[src/rtl/instr_trace_buf_if.sv]
// Bundle of the writeback capture, trigger, arm and readout signals of the
// instruction trace buffer. master drives capture/control, slave is the buffer.
interface instr_trace_buf_if #(
   parameter int AW = 4
);
   logic          wb_valid;
   logic [31:0]   wb_pc;
   logic [31:0]   wb_instr;
   logic          trig_en;
   logic [31:0]   trig_instr;
   logic [31:0]   trig_mask;
   logic          arm;
   logic          rd_req;
   logic          rd_valid;
   logic [31:0]   rd_pc;
   logic [31:0]   rd_instr;
   logic [AW:0]   count;
   logic [1:0]    state;
   logic          overflow;

   modport master (
      output wb_valid, wb_pc, wb_instr, trig_en, trig_instr, trig_mask, arm, rd_req,
      input  rd_valid, rd_pc, rd_instr, count, state, overflow
   );

   modport slave (
      input  wb_valid, wb_pc, wb_instr, trig_en, trig_instr, trig_mask, arm, rd_req,
      output rd_valid, rd_pc, rd_instr, count, state, overflow
   );
endinterface

[src/rtl/instr_trace_buf.sv]
// Debug trace buffer: circular capture of retired PC/instruction pairs,
// freezes POST_TRIG retirements after a masked trigger match, then replays
// the held entries oldest-first. Never back-pressures the pipeline.
module instr_trace_buf #(
   parameter int DEPTH     = 16,
   parameter int AW        = 4,
   parameter int POST_TRIG = 8
) (
   input  logic               clk,
   input  logic               rst,
   instr_trace_buf_if.slave   bus
);
   typedef enum logic [1:0] {
      ARMED  = 2'b00,
      POST   = 2'b01,
      FROZEN = 2'b10
   } state_t;

   localparam logic [AW:0] FULL = (AW+1)'(DEPTH);

   state_t        state_q, state_d;
   logic [AW-1:0] wr_ptr, rd_ptr;
   logic [AW:0]   count_q;
   logic [AW-1:0] post_cnt;
   logic          ovf_q;
   logic          rd_valid_q;
   logic [31:0]   rd_pc_q, rd_instr_q;
   logic [63:0]   mem [DEPTH];

   logic          cap, hit, pop;

   // Qualify capture, trigger match and pop; arm overrides everything.
   always_comb begin
      cap     = 1'b0;
      hit     = 1'b0;
      pop     = 1'b0;
      state_d = state_q;
      cap = bus.wb_valid && !bus.arm && (state_q != FROZEN);
      hit = (state_q == ARMED) && bus.trig_en && bus.wb_valid &&
            (((bus.wb_instr ^ bus.trig_instr) & bus.trig_mask) == 32'h0);
      pop = (state_q == FROZEN) && bus.rd_req && !bus.arm && (count_q != '0);
      if (bus.arm) begin
         state_d = ARMED;
      end else begin
         case (state_q)
            ARMED:   if (hit) state_d = (POST_TRIG == 0) ? FROZEN : POST;
            POST:    if (cap && post_cnt == AW'(1)) state_d = FROZEN;
            FROZEN:  state_d = FROZEN;
            default: state_d = ARMED;
         endcase
      end
   end

   // State register.
   always_ff @(posedge clk or posedge rst) begin
      if (rst) state_q <= ARMED;
      else     state_q <= state_d;
   end

   // Pointers, occupancy, post-trigger countdown and sticky overflow.
   always_ff @(posedge clk or posedge rst) begin
      if (rst) begin
         wr_ptr   <= '0;
         rd_ptr   <= '0;
         count_q  <= '0;
         post_cnt <= '0;
         ovf_q    <= 1'b0;
      end else if (bus.arm) begin
         wr_ptr   <= '0;
         rd_ptr   <= '0;
         count_q  <= '0;
         post_cnt <= '0;
         ovf_q    <= 1'b0;
      end else if (cap) begin
         wr_ptr <= wr_ptr + 1'b1;
         // A full buffer drops its oldest entry to make room.
         if (count_q == FULL) begin
            rd_ptr <= rd_ptr + 1'b1;
            ovf_q  <= 1'b1;
         end else begin
            count_q <= count_q + 1'b1;
         end
         if (hit)                   post_cnt <= AW'(POST_TRIG);
         else if (state_q == POST)  post_cnt <= post_cnt - 1'b1;
      end else if (pop) begin
         rd_ptr  <= rd_ptr + 1'b1;
         count_q <= count_q - 1'b1;
      end
   end

   // Entry storage; contents need no reset.
   always_ff @(posedge clk) begin
      if (cap) mem[wr_ptr] <= {bus.wb_pc, bus.wb_instr};
   end

   // Registered readout: one-cycle valid pulse, data holds between pops.
   always_ff @(posedge clk or posedge rst) begin
      if (rst) begin
         rd_valid_q <= 1'b0;
         rd_pc_q    <= '0;
         rd_instr_q <= '0;
      end else begin
         rd_valid_q <= pop;
         if (pop) begin
            rd_pc_q    <= mem[rd_ptr][63:32];
            rd_instr_q <= mem[rd_ptr][31:0];
         end
      end
   end

   assign bus.rd_valid = rd_valid_q;
   assign bus.rd_pc    = rd_pc_q;
   assign bus.rd_instr = rd_instr_q;
   assign bus.count    = count_q;
   assign bus.state    = state_q;
   assign bus.overflow = ovf_q;
endmodule
[src/flat_wrapper.sv]
// flat-port wrapper written by rule: the top's interface ports become plain ports
module instr_trace_buf_flat 
#(
   parameter int DEPTH     = 16,
   parameter int AW        = 4,
   parameter int POST_TRIG = 8
)
  (clk, rst, bus_wb_valid, bus_wb_pc, bus_wb_instr, bus_trig_en, bus_trig_instr, bus_trig_mask, bus_arm, bus_rd_req, bus_rd_valid, bus_rd_pc, bus_rd_instr, bus_count, bus_state, bus_overflow);
  instr_trace_buf_if #(.AW(AW)) bus_i ();
  input  logic clk;
  input  logic rst;
  input wire logic [$bits(bus_i.wb_valid)-1:0] bus_wb_valid;
  input wire logic [$bits(bus_i.wb_pc)-1:0] bus_wb_pc;
  input wire logic [$bits(bus_i.wb_instr)-1:0] bus_wb_instr;
  input wire logic [$bits(bus_i.trig_en)-1:0] bus_trig_en;
  input wire logic [$bits(bus_i.trig_instr)-1:0] bus_trig_instr;
  input wire logic [$bits(bus_i.trig_mask)-1:0] bus_trig_mask;
  input wire logic [$bits(bus_i.arm)-1:0] bus_arm;
  input wire logic [$bits(bus_i.rd_req)-1:0] bus_rd_req;
  output wire logic [$bits(bus_i.rd_valid)-1:0] bus_rd_valid;
  output wire logic [$bits(bus_i.rd_pc)-1:0] bus_rd_pc;
  output wire logic [$bits(bus_i.rd_instr)-1:0] bus_rd_instr;
  output wire logic [$bits(bus_i.count)-1:0] bus_count;
  output wire logic [$bits(bus_i.state)-1:0] bus_state;
  output wire logic [$bits(bus_i.overflow)-1:0] bus_overflow;
  assign bus_i.wb_valid = bus_wb_valid;
  assign bus_i.wb_pc = bus_wb_pc;
  assign bus_i.wb_instr = bus_wb_instr;
  assign bus_i.trig_en = bus_trig_en;
  assign bus_i.trig_instr = bus_trig_instr;
  assign bus_i.trig_mask = bus_trig_mask;
  assign bus_i.arm = bus_arm;
  assign bus_i.rd_req = bus_rd_req;
  assign bus_rd_valid = bus_i.rd_valid;
  assign bus_rd_pc = bus_i.rd_pc;
  assign bus_rd_instr = bus_i.rd_instr;
  assign bus_count = bus_i.count;
  assign bus_state = bus_i.state;
  assign bus_overflow = bus_i.overflow;
  instr_trace_buf #(.DEPTH(DEPTH), .AW(AW), .POST_TRIG(POST_TRIG)) u_core (.clk(clk), .rst(rst), .bus(bus_i));
endmodule
[config.mk]
export PLATFORM = sky130hd
export DESIGN_NAME = instr_trace_buf_flat
export DESIGN_NICKNAME = d
export VERILOG_FILES = /design/src/rtl/instr_trace_buf_if.sv /design/src/rtl/instr_trace_buf.sv /design/src/flat_wrapper.sv
export SDC_FILE = /design/constraint.sdc
export NUM_CORES = 1
export LEC_CHECK = 0
export CAP_MARGIN = 30
export CORE_ASPECT_RATIO = 0.75
export CORE_MARGIN = 2
export CORE_UTILIZATION = 33
export DETAILED_ROUTE_END_ITERATION = 10
export PLACE_DENSITY_LB_ADDON = 0.3
export SLEW_MARGIN = 40
export SYNTH_ARGS = -nofsm -noshare
export SYNTH_HDL_FRONTEND = slang
export SYNTH_SLANG_ARGS = --single-unit
[constraint.sdc]
create_clock -name clk -period 4.9 [get_ports clk]
set_input_delay 0.735 -clock clk [delete_from_list [all_inputs] [get_ports clk]]
set_output_delay 0.735 -clock clk [all_outputs]
set_load 0.05 [all_outputs]
==> results of run 1 <==
## kinds of logic (layout without fill, tap and decap cells)
family | count (synthesis) | in the layout | synth area share
buffers and inverters | 103 | 473 | 0.01077
AND/OR/NAND/NOR | 270 | 270 | 0.02641
AO/OA/AOI/OAI | 62 | 62 | 0.01036
adder cells (fa/ha/maj) | 14 | 14 | 0.004284
XOR/XNOR | 40 | 40 | 0.008216
multiplexers | 320 | 320 | 0.1690
other | 0 | 1 | 0
flip-flops | 1109 | 1109 | 0.7710
## layout make-up
cell class	count	area share
Multi-Input combinational cell	706	0.1845
Inverter	12	0.001035
Timing Repair Buffer	267	0.05634
Clock buffer	132	0.05642
Clock inverter	62	0.01087
Sequential cell	1109	0.6479
Tap cell	1740	0.04288
Antenna cell	1	0.00004929
## synthesized netlist by cell type (7+ instances only)
| master | number |
|---|---|
| xor2_1 | 37 |
| clkbuf_1 | 52 |
| nor3_1 | 7 |
| a21oi_1 | 12 |
| edfxtp_1 | 1024 |
| buf_2 | 28 |
| dfrtp_1 | 85 |
| a22oi_1 | 23 |
| inv_1 | 12 |
| nor2_1 | 9 |
| ha_1 | 13 |
| nand2_1 | 214 |
| mux4_2 | 320 |
| and2_1 | 16 |
## worst min-delay path, cell delays in order (launching register included)
cell     delay (ps)
dfrtp_1         340
nand2_1          50
nand2_1          50
## metrics by stage
step	instance area (um2)	util	power (mW)	instances	hold WS (ps)
finish	50770	0.3950	19.52	4029	475.8
global route	50760	0.3950	20.15	4028	487.6
CTS	50770	0.3951	19.75	4028	483.3
detailed placement	47360	0.3685	11.68	3834	468.1
global placement	47230	0.3675	11.66	3828	465.2
floorplan	42640	-	11.17	1918	519.0
## worst paths after layout
| kind | from | to | slack, ps |
|---|---|---|---|
| min | u_core.bus.rd_pc[28] | u_core.bus.rd_pc[28] | 480 |
| max | u_core.bus.state[0] | u_core.mem[2][41] | 1710 |
| max in group asynchronous | rst | u_core.bus.rd_instr[29] | 3370 |
| min in group asynchronous | rst | u_core.bus.rd_pc[21] | 520 |
| max reg2reg | u_core.bus.state[0] | u_core.mem[2][41] | 1710 |
| min reg2reg | u_core.bus.rd_pc[28] | u_core.bus.rd_pc[28] | 480 |
## power by group through the flow
stage	logic, mW	clock network (mW)	registers (mW)
2_1_floorplan	0.477	0	10.7
3_3_place_gp	1.00	0	10.7
3_5_place_dp	1.03	0	10.7
4_1_cts	1.03	8.26	10.5
5_1_grt	1.08	8.61	10.5
6_report	1.00	8.06	10.5
## metal layers
metal  vias to the layer above  wire [um]
met4                         4       2174
met1                     11130      46120
li1                       8514          -
met3                       147       6078
met5                         -         23
met2                       682      52300
## registers in the layout, indices dropped and copies added (netlist names)
name	cells
u_core.post_cnt	4
u_core.bus.overflow	1
u_core.bus.rd_valid	1
u_core.bus.count	5
u_core.wr_ptr	4
u_core.bus.rd_pc	32
u_core.bus.state	2
u_core.mem	1024
u_core.bus.rd_instr	32
u_core.rd_ptr	4
==> out/metrics.csv, run 1 <==
stage,metric,value,unit
global_routing,grt_max_degree,62,
timing,rsz0062_at_grt,no,
worst_setup_path,cp_num_buf_inv,3,
worst_setup_path,ff2ff_path_depth,7,
timing,fin_skew,18.56,ps
timing,setup_viol,0,
finish,multiInputGateArea,9366,um2
finish,fillers,11320,
clocking,cts_tree,yes,
run_status,status,"complete, no violations",
worst_setup_path,max_stage_delay,620,ps
timing,fin_crit,3187,ps
placed_design,dp_hpwl,64.61,mm
timing,slew_headroom,0.4382,
worst_setup_path,path_class,flip-flop to flip-flop,
timing,slew_viol_final,0,
clocking,cts_root_buf,clkbuf_16,
timing,hold_viol_final,0,
timing,worstMarginPinSlew,842.6,ps
global_routing,use_met1,0.2265,
die,dieArea,132100,um2
timing,fin_crit_sh,0.6505,
clocking,clk_latency,710,ps
clocking,cts_resized,0,
worst_setup_path,cp_cell_sequence,"inv_1, ha_1, nor3b_1, inv_1, nor3_1, and2_4, buf_12",
power_and_ir_drop,leakagePower,15.97,nW
clocking,htreeDepth,3,
clocking,clockBufferDepth,3,
worst_setup_path,cp-start-kind,flip-flop,
logic_synthesis,ys_async_sr_fraction,0.07665,
logic_synthesis,syn_area,42640,um2
finish,syn2layout_area_growth,19.05,%
die,die_h,315.3,um
power_and_ir_drop,p_per_area,384.4,nW/um2
power_and_ir_drop,p_clk_frac,0.413,
logic_synthesis,synth_edf_count,1024,
finish,register_area,32890,um2
clocking,path_clk_slew,60,ps
drt,first_iter_violations,2127,
flow_run,cap_violations,0,
worst_setup_path,cp.required,5280,ps
timing,max_freq,313.7,MHz
logic_synthesis,synth_fp_nets,2066,
power_and_ir_drop,p_comb_frac,0.051,
worst_setup_path,cp_data_arrival_time,3570,ps
clocking,cts_buffers,106,
logic_synthesis,synth_seq_cells,1109,
power_and_ir_drop,netSwitchingPower,4.107,mW
clocking,cts_sinks,1109,
logic_synthesis,synth_ff_type,edfxtp_1,
timing,fin_tns_setup,0,ps
worst_hold_path,min_path_type,flip-flop to flip-flop,
placed_design,io_buffers,206,
drt,num_vias,20480,
global_routing,grt_overflow,0,
power_and_ir_drop,sequentialPowerShare,0.536,
global_routing,first_global_vias,21650,
worst_hold_path,hold_depth,2,
power_and_ir_drop,sw_frac_of_total,0.2104,
clocking,cts_setup_buffers,0,
placed_design,place_ws,1028,ps
die,start_util,0.3318,
drt,route.detailed.wl_per_inst,26.48,um
power_and_ir_drop,irDropWorstVdd,0.0002769,V
finish,mostFrequentLayoutCells,"edfxtp_1, mux4_2, nand2_1",
logic_synthesis,ys_warn_count,0,
worst_setup_path,worstPathMaxFanout,32,
worst_setup_path,endpoint_kind,flip-flop,
global_routing,top_usage_layer,met2,
drt,drt_first_pass_iters,7,
die,coreArea,128500,um2
drt,drcViolationCount,0,
finish,drive_above_1_share,0.2483,
power_and_ir_drop,intPower,15.41,mW
logic_synthesis,synth_cell_type_count,45,
global_routing,gr-usage-all-layers,0.1620,
clocking,ctsHoldBuffers,0,
die,ios,207,
worst_setup_path,crit_family,simple AND/OR/NAND/NOR gates,
timing,fin_ws,1713,ps
logic_synthesis,yosysTopAreaCell,edfxtp_1,
worst_setup_path,crit_slowest_cell,and2_4,
global_routing,antenna_found_initial,5,
worst_setup_path,cpMostUsedCell,inv_1,
worst_setup_path,crit_cells,7,
global_routing,grtUsageMet3,0.02637,
drt,viasPerCell,5.082,
global_routing,grt.met2_usage,0.2654,
drt,ant_nets,0,
drt,routed_wl,106.7,mm
logic_synthesis,syn-mean-instance-area,22.23,um2
finish,final_common_cell,edfxtp_1,
logic_synthesis,synth_cells,1918,
global_routing,grt_pass1_wl,154.2,mm
logic_synthesis,ys_seq_area_frac,0.7710,
placed_design,gp_congestion,0.7996,
finish,layout.nets,2350,
die,num_rows,114,
die,die_w,419.1,um
logic_synthesis,synth.top_cell.area_share,0.7211,
logic_synthesis,synth_area_leaders,"edfxtp_1, mux4_2, dfrtp_1",
(Power assumes the default switching activity.)
==> run 2: changes to the inputs <==
Clock period 4.9 ns to 3.1 ns, I/O delays scaled along.
==> run 2 against run 1 <==
Net effect:
- clock power rose by 66%
- register-to-register slack got worse by 1200 ps
- sequential power rose by 57%
- hold slack got worse by 310 ps
- utilization rose by 1.3 points
- sequential cell count did not move
- largest cell class unchanged
- critical path type is now flip-flop to primary output
- critical path depth fell by 6
- final cell count rose by 2.7%
- combinational power rose by 67%
- largest power group unchanged
==> out/metrics.csv, run 2 (same netlist as run 1, synthesis figures left out) <==
stage,metric,value,unit,change
run_status,status,"complete, no violations",,
global_routing,grt_overflow,0,,unchanged
die,dieArea,132100,um2,unchanged
finish,layout.nets,2450,,+4.3%
clocking,cts_resized,0,,unchanged
global_routing,gr-usage-all-layers,0.1660,,+0.003960
worst_hold_path,min_path_type,primary input to async pin,,
die,die_w,419.1,um,unchanged
clocking,clk_latency,730,ps,+20 ps
die,ios,207,,unchanged
worst_setup_path,cp_data_arrival_time,2180,ps,-1390 ps
drt,route.detailed.wl_per_inst,26.37,um,-0.42%
timing,slew_headroom,0.4918,,+0.05359
clocking,cts_setup_buffers,0,,unchanged
global_routing,antenna_found_initial,6,,+1
clocking,path_clk_slew,60,ps,about the same
finish,fin_util,0.4079,,+0.01290
drt,routed_wl,109.2,mm,+2.3%
drt,first_iter_violations,1856,,-13%
placed_design,io_buffers,206,,unchanged
flow_run,cap_violations,0,,unchanged
global_routing,grt_pass1_wl,157.1,mm,+1.9%
die,start_util,0.3318,,unchanged
drt,drt_first_pass_iters,5,,-2
die,num_rows,114,,unchanged
worst_setup_path,regToRegSetupSlack,490,ps,-1220 ps
clocking,cts_sinks,1109,,unchanged
finish,regMostFlops,u_core.mem,,
clocking,cts_buffers,106,,unchanged
power_and_ir_drop,leakagePower,16.74,nW,+4.8%
clocking,ctsHoldBuffers,0,,unchanged
timing,worstMarginPinSlew,759.7,ps,-82.96 ps
finish,fin_cells,4139,,+2.7%
worst_setup_path,cp-start-kind,flip-flop,,
placed_design,gp_congestion,0.7987,,-0.11%
placed_design,dp_hpwl,66.27,mm,+2.6%
drt,viasPerCell,5.034,,-0.96%
worst_setup_path,cp_cell_sequence,clkdlybuf4s50_1,,
timing,fin_tns_setup,0,ps,unchanged
worst_setup_path,cp_num_buf_inv,1,,-2
clocking,cts_tree,yes,,
worst_setup_path,max_stage_delay,970,ps,+350 ps
clocking,htreeDepth,3,,unchanged
timing,fin_skew,56.47,ps,+37.91 ps
worst_setup_path,cp.required,2630,ps,-2650 ps
worst_setup_path,crit_slowest_cell,clkdlybuf4s50_1,,
finish,final_common_cell,edfxtp_1,,
worst_setup_path,path_class,flip-flop to primary output,,
timing,fin_crit_sh,0.8518,,
power_and_ir_drop,irDropWorstVdd,0.0004833,V,+75%
finish,fillers,11160,,-1.4%
timing,slew_viol_final,0,,unchanged
timing,setup_viol,0,,unchanged
timing,fin_hold_ws,170.4,ps,-305.4 ps
timing,rsz0062_at_grt,no,,
global_routing,grt_max_degree,52,,-16%
clocking,clockBufferDepth,3,,unchanged
drt,drcViolationCount,0,,unchanged
timing,fin_crit,2641,ps,
timing,max_freq,378.7,MHz,
finish,syn2layout_area_growth,22.94,%,
placed_design,placed_cells,3934,,+2.6%
die,die_h,315.3,um,unchanged
worst_setup_path,endpoint_kind,primary output,,
drt,num_vias,20840,,+1.7%
worst_setup_path,worstPathMaxFanout,6,,-81%
finish,drive_above_1_share,0.2806,,+0.03233
worst_setup_path,crit_family,buffers and inverters,,
power_and_ir_drop,p_per_area,602.0,nW/um2,+57%
global_routing,first_global_vias,21940,,+1.3%
drt,ant_nets,0,,unchanged
timing,hold_viol_final,0,,unchanged
finish,mostFrequentLayoutCells,"edfxtp_1, mux4_2, nand2_1",,
die,coreArea,128500,um2,unchanged
clocking,cts_root_buf,clkbuf_16,,
finish,largest_reg_flops,1024,,unchanged
==> run 2: through the flow <==
step	power [mW]	worst slack, ps	instance area [um2]
floorplan	17.65	5.480	42660
global placement	18.49	-222.7	48750
detailed placement	18.53	-214.4	48770
CTS	31.92	365.7	52410
global route	32.60	200.2	52420
finish	31.56	459.5	52420
==> run 2: worst paths after layout <==
path	start	to	cells past startpoint
min in group clk	u_core.bus.rd_pc[9]	u_core.bus.rd_pc[9]	2
worst max register to register	u_core.bus.state[0]	u_core.bus.count[4]	13
worst max-delay path	u_core.bus.count[0]	bus_count[0]	1
worst min-delay path	rst	u_core.bus.state[1]	2
max in group asynchronous	rst	u_core.bus.rd_instr[4]	3
worst min register to register	u_core.bus.rd_pc[9]	u_core.bus.rd_pc[9]	2
==> run 2: final cells by class <==
| type | count | area, um2 | area share |
|---|---|---|---|
| Sequential cell | 1109 | 32890 | 0.6274 |
| Timing Repair Buffer | 367 | 4272 | 0.08148 |
| Antenna cell | 4 | 10.01 | 0.0001909 |
| Tap cell | 1740 | 2177 | 0.04153 |
| Inverter | 12 | 52.55 | 0.001002 |
| Multi-Input combinational cell | 706 | 9379 | 0.1789 |
| Clock buffer | 135 | 2872 | 0.05477 |
| Clock inverter | 66 | 770.7 | 0.01470 |
==> run 2: where the power goes <==
group	internal, mW	switching [mW]	leakage, nW
Sequential	16.4	0.0677	10.4
Combinational	0.778	0.891	4.57
Clock	7.69	5.68	1.77
Total	24.9	6.64	16.7
==> run 2: per-layer routing <==
metal,vias to the layer above,GRT usage,wire [um]
li1,8722,-,-
met1,11280,0.2285,46780
met2,674,0.2702,53250
met3,156,0.03068,6185
met4,8,0.04865,2881
met5,-,0,53
